==> src/rtl/muldiv_pkg.sv <==
// Shared encodings and constants for the HI/LO multiply/divide sequencer.
package muldiv_pkg;

  localparam int ITER_CNT = 32;

  typedef enum logic [1:0] {
    OP_MULT  = 2'b00,
    OP_MULTU = 2'b01,
    OP_DIV   = 2'b10,
    OP_DIVU  = 2'b11
  } op_e;

  typedef enum logic [1:0] {
    IDLE = 2'b00,
    RUN  = 2'b01,
    FIX  = 2'b10
  } state_e;

endpackage

==> src/rtl/muldiv_iter.sv <==
// One radix-2 iteration on the {upper, lower} accumulator: shift-add multiply,
// plus a restoring-divide step when MULDIV_DIV_EN is defined.
module muldiv_iter
  import muldiv_pkg::*;
#(
  parameter int WIDTH = ITER_CNT
) (
  input  logic [2*WIDTH-1:0] acc,
  input  logic [WIDTH-1:0]   opnd,
`ifdef MULDIV_DIV_EN
  input  logic               is_div,
`endif
  output logic [2*WIDTH-1:0] acc_nxt
);

  logic [WIDTH:0] sum;

  assign sum = {1'b0, acc[2*WIDTH-1:WIDTH]} + {1'b0, (acc[0] ? opnd : {WIDTH{1'b0}})};

`ifdef MULDIV_DIV_EN
  logic [WIDTH:0] rem_sh;
  logic [WIDTH:0] diff;

  // Remainder shifted left with the next dividend bit pulled in from the lower half.
  assign rem_sh = acc[2*WIDTH-1:WIDTH-1];
  assign diff   = rem_sh - {1'b0, opnd};

  always_comb begin
    acc_nxt = {sum, acc[WIDTH-1:1]};
    if (is_div) begin
      if (diff[WIDTH]) acc_nxt = {rem_sh[WIDTH-1:0], acc[WIDTH-2:0], 1'b0};
      else             acc_nxt = {diff[WIDTH-1:0], acc[WIDTH-2:0], 1'b1};
    end
  end
`else
  assign acc_nxt = {sum, acc[WIDTH-1:1]};
`endif

endmodule

==> src/rtl/muldiv_ctrl.sv <==
// HI/LO multiply/divide sequencer: FSM, operand magnitudes, sign fix and HI/LO.
// MULDIV_DIV_EN enables DIV/DIVU; without it only MULT/MULTU are accepted.
//
// state | meaning
// IDLE  | HI/LO writable, waiting for an accepted start
// RUN   | one iteration per cycle, counter 0..WIDTH-1
// FIX   | sign correction, commit HI/LO on the closing edge
module muldiv_ctrl
  import muldiv_pkg::*;
#(
  parameter int WIDTH = ITER_CNT
) (
  input  logic             clk,
  input  logic             rst,
  input  logic             start,
  input  logic [1:0]       op,
  input  logic [WIDTH-1:0] a,
  input  logic [WIDTH-1:0] b,
  input  logic             flush,
  input  logic             hi_we,
  input  logic             lo_we,
  input  logic [WIDTH-1:0] wdata,
  output logic [WIDTH-1:0] hi,
  output logic [WIDTH-1:0] lo,
  output logic             busy,
  output logic             done,
  output logic             stall
);

  localparam int CW = $clog2(WIDTH);
  localparam logic [CW-1:0] LAST = CW'(WIDTH - 1);

  state_e             state;
  logic [CW-1:0]      cnt;
  logic               div_q;
  logic               neg_res;
  logic               neg_rem;
  logic [WIDTH-1:0]   opnd;
  logic [2*WIDTH-1:0] acc;
  logic [2*WIDTH-1:0] acc_nxt;
  logic [2*WIDTH-1:0] prod_fix;
  logic [WIDTH-1:0]   fix_hi, fix_lo;
  logic [WIDTH-1:0]   a_mag, b_mag;
  logic               div_in, sgn_in, a_neg, b_neg, op_ok, dz, accept;

  assign div_in = (op == OP_DIV) || (op == OP_DIVU);
  assign sgn_in = (op == OP_MULT) || (op == OP_DIV);
  assign a_neg  = sgn_in & a[WIDTH-1];
  assign b_neg  = sgn_in & b[WIDTH-1];
  assign a_mag  = a_neg ? -a : a;
  assign b_mag  = b_neg ? -b : b;

`ifdef MULDIV_DIV_EN
  assign op_ok = 1'b1;
  assign dz    = div_in & (b == '0);
`else
  assign op_ok = ~div_in;
  assign dz    = 1'b0;
`endif

  assign accept = start & ~done & ~flush & (state == IDLE) & op_ok;
  assign stall  = ~rst & (busy | accept);

  muldiv_iter #(.WIDTH(WIDTH)) u_iter (
    .acc     (acc),
    .opnd    (opnd),
`ifdef MULDIV_DIV_EN
    .is_div  (div_q),
`endif
    .acc_nxt (acc_nxt)
  );

  always_comb begin
    prod_fix = neg_res ? -acc : acc;
    fix_hi   = prod_fix[2*WIDTH-1:WIDTH];
    fix_lo   = prod_fix[WIDTH-1:0];
    if (div_q) begin
      fix_lo = neg_res ? -acc[WIDTH-1:0] : acc[WIDTH-1:0];
      fix_hi = neg_rem ? -acc[2*WIDTH-1:WIDTH] : acc[2*WIDTH-1:WIDTH];
    end
  end

  always_ff @(posedge clk) begin
    if (rst) begin
      state   <= IDLE;
      cnt     <= '0;
      div_q   <= 1'b0;
      neg_res <= 1'b0;
      neg_rem <= 1'b0;
      opnd    <= '0;
      acc     <= '0;
      hi      <= '0;
      lo      <= '0;
      busy    <= 1'b0;
      done    <= 1'b0;
    end else begin
      done <= 1'b0;
      case (state)
        IDLE: begin
          if (hi_we) hi <= wdata;
          if (lo_we) lo <= wdata;
          if (accept) begin
            busy    <= 1'b1;
            cnt     <= '0;
            div_q   <= div_in;
            neg_res <= a_neg ^ b_neg;
            neg_rem <= div_in & a_neg;
            if (dz) begin
              // Divide by zero skips iteration; FIX commits the raw values.
              state   <= FIX;
              acc     <= {a, {WIDTH{1'b1}}};
              neg_res <= 1'b0;
              neg_rem <= 1'b0;
            end else begin
              state <= RUN;
              if (div_in) begin
                acc  <= {{WIDTH{1'b0}}, a_mag};
                opnd <= b_mag;
              end else begin
                acc  <= {{WIDTH{1'b0}}, b_mag};
                opnd <= a_mag;
              end
            end
          end
        end
        RUN: begin
          if (flush) begin
            state <= IDLE;
            busy  <= 1'b0;
          end else begin
            acc <= acc_nxt;
            cnt <= cnt + 1'b1;
            if (cnt == LAST) state <= FIX;
          end
        end
        FIX: begin
          state <= IDLE;
          busy  <= 1'b0;
          if (!flush) begin
            hi   <= fix_hi;
            lo   <= fix_lo;
            done <= 1'b1;
          end
        end
        default: begin
          state <= IDLE;
          busy  <= 1'b0;
        end
      endcase
    end
  end

endmodule

==> config.mk <==
export PLATFORM = sky130hd
export DESIGN_NAME = muldiv_ctrl
export DESIGN_NICKNAME = d
export VERILOG_FILES = /design/src/rtl/muldiv_pkg.sv /design/src/rtl/muldiv_iter.sv /design/src/rtl/muldiv_ctrl.sv
export SDC_FILE = /design/constraint.sdc
export NUM_CORES = 1
export LEC_CHECK = 0
export CAP_MARGIN = 20
export CORE_MARGIN = 4
export CORE_UTILIZATION = 45
export CTS_BUF_LIST = sky130_fd_sc_hd__clkbuf_4 sky130_fd_sc_hd__clkbuf_8 sky130_fd_sc_hd__clkbuf_16
export DETAILED_ROUTE_END_ITERATION = 7
export GPL_ROUTABILITY_DRIVEN = 0
export PLACE_DENSITY_LB_ADDON = 0.08
export REMOVE_ABC_BUFFERS = 1
export SYNTH_ARGS = -nofsm -noshare
export SYNTH_HDL_FRONTEND = slang
export SYNTH_SLANG_ARGS = --single-unit
==> constraint.sdc <==
create_clock -name clk -period 4 [get_ports clk]
set_input_delay 0.8 -clock clk [delete_from_list [all_inputs] [get_ports clk]]
set_output_delay 0.8 -clock clk [all_outputs]
set_load 0.01 [all_outputs]
==> qor.csv, run 1 <==
stage;metric;value;unit
status;outcome;finished clean;
place;Port Buf Inserts;170;
timing;Final Hold Viols;0;
synthesis;post-synthesis adder-cell area fraction;4.290;%
grt;largest net degree at the start of global routing;62;
synthesis;Post-Synth XOR/XNOR Area;9.783;%
pwr;Sw Ratio;30.91;%
hold_path;Worst Hold Class;reg2reg;
place;DP Worst Slack;236.5;ps
setup_path;RR Endpoint;acc[56];
grt;initial antenna violation count;0;
clock_tree;worst skew pair latency;440;ps
synthesis;synthesized flop and latch total;172;
grt;total congestion overflow;0;
timing;Final Skew;13.31;ps
setup_path;Critical Path Sink Type;flip-flop;
floorplanning;io pins;171;
pwr;clock share of power;38.9;%
timing;RSZ-0062 raised after global routing;false;
place;Post-DP HPWL;30.28;mm
timing;Final WS setup;602.8;ps
setup_path;Worst EP arrival;3730;ps
clock_tree;clock-pin slew on the worst setup and hold paths;70;ps
synthesis;Cell variety after synth;70;
floorplanning;die footprint;28290;um^2
timing;Min Clock Period, post-route;3397;ps
floorplanning;# rows;58;
clock_tree;clk buf depth;2;
layout;Final Util;56.32;%
floorplanning;die height;168.2;um
drt;DRC;0;
synthesis;mux share of post-synthesis cell area;0.2600;%
layout;Fill cells;2396;
synthesis;Synth Warn #;0;
hold_path;WHS Endpoint;opnd[0];
setup_path;CP Launch Type;flip-flop;
hold_path;worst hold path depth;2;
drt;drt total wl;39.64;mm
clock_tree;CTS root buf;clkbuf_16;
grt;Tot GR Track Use;27.07;%
synthesis;Syn Area/Cell;7.489;um^2
setup_path;R2R Setup Slk;600;ps
drt;Initial DRT Pass Iterations;5;
timing;period utilization;84.93;%
synthesis;Post-Synth Simple-Gate Area;24.95;%
timing;final setup fails;0;
pwr;Pwr Total;0.004350;W
floorplanning;Horiz. Die Dim;168.2;um
synthesis;cell taking the most area after synthesis;dfxtp_1;
synthesis;Mapped Area;11550;um^2
clock_tree;clk sinks;172;
job;Max Cap Viol;0;
setup_path;reg-to-reg startpoint;acc[0];
synthesis;top post-synthesis cells by area;dfxtp_1 (30%), nor2_1 (6.9%), a21oi_1 (6.2%), xor2_1 (4.9%), nand2_1 (4.9%);
synthesis;post-synthesis cell count;1542;
clock_tree;CTS tree;yes;
timing;worst hold slack;451.9;ps
clock_tree;# resized after CTS;0;
drt;Antenna Nets Post-Route;0;
setup_path;cell family with most CP delay;compound AO/OA/AOI/OAI gates;
clock_tree;# Post-CTS Setup Buffers;0;
pwr;cell internal pwr;0.003006;W
grt;vias in the first global route;10980;
setup_path;WP buf/inv;2;
synthesis;Top FF cell, synth;dfxtp_1;
timing;Worst slew margin;29.61;%
timing;worst slew pin tran;1046;ps
drt;DR WL/cell;19.68;um
pwr;Peak supply drop;0.0001827;V
synthesis;largest family of logic cells by synthesized area;compound AO/OA/AOI/OAI gates;
synthesis;sequential cell area fraction in the yosys report;29.82;%
setup_path;Crit Path Class;reg2reg;
setup_path;cell breakdown of the critical path;buf_4, buf_4, and2_1, ha_1, a21o_1, a21o_1, a21oi_1, o21ai_0, a21oi_1, a21oi_1, or3_1, a32o_1;
pwr;Leak Pwr;5.338;nW
layout;antenna fix cells;0;
floorplanning;Initial Utilization;45.86;%
synthesis;Synth top area share;29.82;%
layout;Layout Area Growth over Synthesis;22.81;%
timing;Max Slew Vio Count;0;
pwr;Pwr Density;306.7;nW/um^2
synthesis;Compound-Gate Fraction of Synth Area;26.85;%
pwr;Reg power frac;42.9;%
pwr;switching pwr;0.001345;W
timing;Post-Route Setup TNS;0;ps
drt;Vias per Instance;5.964;
setup_path;largest fanout on the critical path;27;
setup_path;slowest cell on the critical path;dfxtp_1;
drt;routed vias;12010;
layout;Final #Nets;1814;
timing;FMAX;294.4;MHz
hold_path;HP Start;opnd[0];
floorplanning;core area;25180;um^2
setup_path;Crit. path cell count;12;
synthesis;Post-synth EDFFs;0;
grt;global-route wire length before repair;61.54;mm
layout;layout cells sized above 1;5.938;%
synthesis;fraction of registers with async set/reset;0;%
setup_path;Worst R2R Path Depth;12;
setup_path;Most common cell on crit path;a21oi_1;
clock_tree;Hold Buf Count CTS;0;
drt;initial drt markers;1100;
clock_tree;htree depth;4;
setup_path;Worst EP required;4330;ps
setup_path;CP peak stage delay;440;ps
pwr;Logic pwr share;18.2;%
clock_tree;CTS Buf Count;17;
[per-stage QoR]
| step | cell area [um^2] | std cells |
|---|---|---|
| after global placement | 13600 | 1982 |
| after global routing | 14180 | 2014 |
| final | 14180 | 2014 |
| after floorplan | 11160 | 1442 |
| after detailed placement | 13600 | 1982 |
| after CTS | 14180 | 2014 |
[registers in the layout (all words and copies together) (netlist names)]
signal and cells:
acc 64, hi 32, lo 32, opnd 32
cnt 5, state 2, busy 1, div_q 1
done 1, neg_rem 1, neg_res 1
[power by group through the flow]
stage | clock network (W) | logic (W) | registers (W)
after floorplan | 0 | 0.000375 | 0.00190
after detailed placement | 0 | 0.000789 | 0.00190
after global routing | 0.00178 | 0.000861 | 0.00188
final | 0.00169 | 0.000791 | 0.00187
after global placement | 0 | 0.000780 | 0.00190
after CTS | 0.00171 | 0.000791 | 0.00186
[Yosys cell counts, types with 10 or more instances]
master / instances
nor3_1: 38
nor4_1: 17
or3_1: 24
and3_1: 13
nor2b_1: 10
ha_1: 38
o211ai_1: 14
o31ai_1: 18
inv_1: 22
a21o_1: 20
a21oi_1: 144
a31oi_1: 14
clkbuf_1: 91
xnor2_1: 64
xor2_1: 65
a311oi_1: 19
a211oi_1: 72
nand4_1: 10
nor2_1: 213
a211o_1: 11
nand2b_1: 16
or4_1: 12
nand2_1: 151
dfxtp_1: 172
nand3_1: 32
o21ai_0: 76
and2_1: 37
[worst register-to-register path: stages, from the launching register on]
cell and delay (ps):
dfxtp_1 440, buf_4 220, buf_4 270, and2_1 200, ha_1 340, a21o_1 240, a21o_1 170, a21oi_1 200
o21ai_0 130, a21oi_1 320, a21oi_1 150, or3_1 360, a32o_1 250
[routing by layer]
| layer | global-route usage (%) | wire [um] | up-vias |
|---|---|---|---|
| li1 | - | - | 5873 |
| met1 | 38.51 | 18440 | 5661 |
| met2 | 41.86 | 17410 | 414 |
| met3 | 3.264 | 2377 | 64 |
| met4 | 10.59 | 1409 | 0 |
| met5 | 0 | 0 | - |
[worst max path at each step]
stage          startpoint  endpoint  slack (ps)
3_3_place_gp         b[5]   acc[30]         270
5_1_grt            acc[2]    hi[17]         370
3_5_place_dp         b[5]   acc[30]         240
4_1_cts             start     stall         610
6_report           acc[0]   acc[56]         600
2_1_floorplan    state[1]     hi[1]        -190
[cells by family (layout without fill, tap and decap cells)]
| group | Yosys count | in the layout |
|---|---|---|
| muxes | 3 | 3 |
| AOI/OAI and AO/OA | 471 | 471 |
| adders and majority gates | 39 | 39 |
| DFF | 172 | 172 |
| and+or+nand+nor | 606 | 606 |
| xor gates and xnor gates | 129 | 129 |
| buffers and inverters | 122 | 264 |
[layout make-up]
cell class | count | area, um^2 | share of cell area (%)
multi-input cells | 1248 | 7665 | 54.04
well taps | 330 | 412.9 | 2.911
flip-flops and latches | 172 | 3443 | 24.28
inverters | 22 | 82.58 | 0.5823
repair buffers | 210 | 1999 | 14.10
clock inverters | 14 | 140.1 | 0.9881
clock buffers | 18 | 439.2 | 3.097
[layout by cell type (no fill, tap or decap), types with 19 or more instances in the layout]
cell type        count
a311oi_1            19
a211oi_1            72
a21oi_1            143
clkdlybuf4s50_1    169
dfxtp_1            172
nor3_1              38
nand3_1             32
and2_1              37
nand2_1            151
a21o_1              19
buf_4               41
inv_1               22
xnor2_1             64
or3_1               24
xor2_1              65
ha_1                38
nor2_1             213
o21ai_0             76
(Power assumes the default switching activity.)
==> run 2: changes to the inputs <==
- clock period: 4 -> 2.9 ns (I/O delays scaled with it)
==> run 2 against run 1 <==
Net effect: register-to-register slack worse by 650 ps; largest power group unchanged; combinational power increased by 69%; via count up 6.1%; the flow now finishes with violations (negative setup slack); flip-flop and latch count did not move; highest routed layer unchanged; die area unchanged; critical path type unchanged.
==> qor.csv, run 2 (synthesized netlist as in run 1, its figures left out) <==
stage;metric;value;unit
grt;total congestion overflow;0;
layout;most flop-heavy register;acc;
timing;period utilization;101.8;%
floorplanning;io pins;171;
pwr;Peak supply drop;0.0003891;V
setup_path;slowest cell on the critical path;or4_4;
place;DP Worst Slack;-370.5;ps
clock_tree;CTS tree;yes;
floorplanning;Initial Utilization;45.86;%
layout;antenna fix cells;0;
floorplanning;# rows;58;
clock_tree;clk buf depth;2;
layout;Final Util;63.42;%
timing;final setup fails;9;
timing;Max Slew Vio Count;0;
timing;RSZ-0062 raised after global routing;true;
grt;Tot GR Track Use;27.94;%
drt;DRC;0;
clock_tree;CTS Buf Count;17;
pwr;Pwr Density;385.3;nW/um^2
clock_tree;clk sinks;172;
setup_path;CP Launch Type;flip-flop;
setup_path;Most common cell on crit path;or4_4;
setup_path;largest fanout on the critical path;4;
pwr;Leak Pwr;6.248;nW
setup_path;Critical Path Sink Type;flip-flop;
drt;drt total wl;41.81;mm
floorplanning;die footprint;28290;um^2
setup_path;Crit Path Class;reg2reg;
timing;Final Skew;14.76;ps
grt;vias in the first global route;11620;
floorplanning;Horiz. Die Dim;168.2;um
timing;Post-Route Setup TNS;-284.0;ps
drt;Vias per Instance;5.829;
place;Port Buf Inserts;170;
timing;Min Clock Period, post-route;2952;ps
drt;routed vias;12740;
clock_tree;htree depth;4;
timing;Final Hold Viols;0;
floorplanning;die height;168.2;um
setup_path;WP buf/inv;1;
place;Post-DP HPWL;31.87;mm
clock_tree;Hold Buf Count CTS;0;
clock_tree;worst skew pair latency;440;ps
setup_path;cell breakdown of the critical path;or4_4, or4_4, or4_4, nand2_4, a31oi_1, xnor2_1, buf_4, a211o_1, a21oi_2;
status;failing checks;negative setup slack;
setup_path;Worst EP arrival;3330;ps
timing;worst slew pin tran;941.5;ps
grt;largest net degree at the start of global routing;89;
drt;initial drt markers;1092;
layout;Largest register FFs;64;
layout;most common cell after layout, fill and taps aside;nor2_1;
timing;FMAX;338.8;MHz
layout;Layout Area Growth over Synthesis;38.29;%
hold_path;Worst Hold Class;reg2reg;
timing;Worst slew margin;37.23;%
drt;Initial DRT Pass Iterations;6;
status;outcome;finished, violations left;
grt;initial antenna violation count;0;
timing;Final WS setup;-51.85;ps
clock_tree;CTS root buf;clkbuf_16;
grt;global-route wire length before repair;63.91;mm
layout;most frequent cells in the layout;nor2_1 (212), buf_4 (205), dfxtp_1 (170);
floorplanning;core area;25180;um^2
setup_path;CP peak stage delay;590;ps
clock_tree;clock-pin slew on the worst setup and hold paths;80;ps
job;Max Cap Viol;0;
drt;Antenna Nets Post-Route;0;
drt;DR WL/cell;19.12;um
setup_path;Worst EP required;3280;ps
setup_path;cell family with most CP delay;simple AND/OR/NAND/NOR gates;
layout;layout cells sized above 1;18.16;%
layout;Final #Nets;1986;
==> run 2: changes by cell type in the layout (fill, tap and decap cells not counted), sizes merged <==
cell,change
inv,-2
buf,+172
clkinv,+3
clkbuf,-1
==> run 2: routing by layer <==
metal / GRT usage (%) / vias up / wire length (um)
li1: - / 6193 / -
met1: 39.34 / 5988 / 18770
met2: 44.97 / 493 / 19300
met3: 3.780 / 69 / 2595
met4: 7.728 / 0 / 1142
met5: 0 / - / 0
==> run 2: area by class of cell <==
| class | instances | area, um^2 |
|---|---|---|
| fillers | 2253 | 9211 |
| flip-flops and latches | 172 | 3446 |
| well taps | 330 | 412.9 |
| inverters | 22 | 82.58 |
| multi-input cells | 1248 | 8092 |
| clock buffers | 17 | 425.4 |
| repair buffers | 382 | 3364 |
| clock inverters | 15 | 147.6 |
==> run 2: path summary, 6_finish.rpt <==
path                 end  depth (start not counted)  slack, ps     from
setup / recovery  hi[11]                          9        -50  acc[22]
hold / removal    hi[22]                          2        460   hi[22]
setup reg to reg  hi[11]                          9        -50  acc[22]
hold reg to reg   hi[22]                          2        460   hi[22]
==> run 2: through the flow <==
| step | std cells | cell area, um^2 | total power (W) | hold WS [ps] |
|---|---|---|---|---|
| 2_1_floorplan | 1442 | 11160 | 0.003142 | 416.7 |
| 3_3_place_gp | 2147 | 14900 | 0.003865 | 441.2 |
| 3_5_place_dp | 2147 | 14900 | 0.003887 | 446.3 |
| 4_1_cts | 2180 | 15580 | 0.006135 | 456.9 |
| 5_1_grt | 2186 | 15970 | 0.006369 | 480.2 |
| 6_report | 2186 | 15970 | 0.006153 | 458.5 |
==> run 2: report_power, final <==
part,internal [W],switching [W],leakage [nW]
Combinational,0.000646,0.000692,4.56
Sequential,0.00247,0.0000646,1.41
Clock,0.00115,0.00113,0.277
Total,0.00426,0.00189,6.25
==> run 2: worst register-to-register path, stage by stage (launching register included) <==
cell	delay, ps
dfxtp_1	320
or4_4	540
or4_4	510
or4_4	590
nand2_4	130
a31oi_1	100
xnor2_1	150
buf_4	150
a211o_1	300
a21oi_2	110
==> run 2: timing repair <==
item	in CTS	in global routing
endpoints found under the hold margin	0	0
pin swaps	7	36
setup buffers	1	6
endpoints found under the setup margin	27	44
resized for setup	22	70
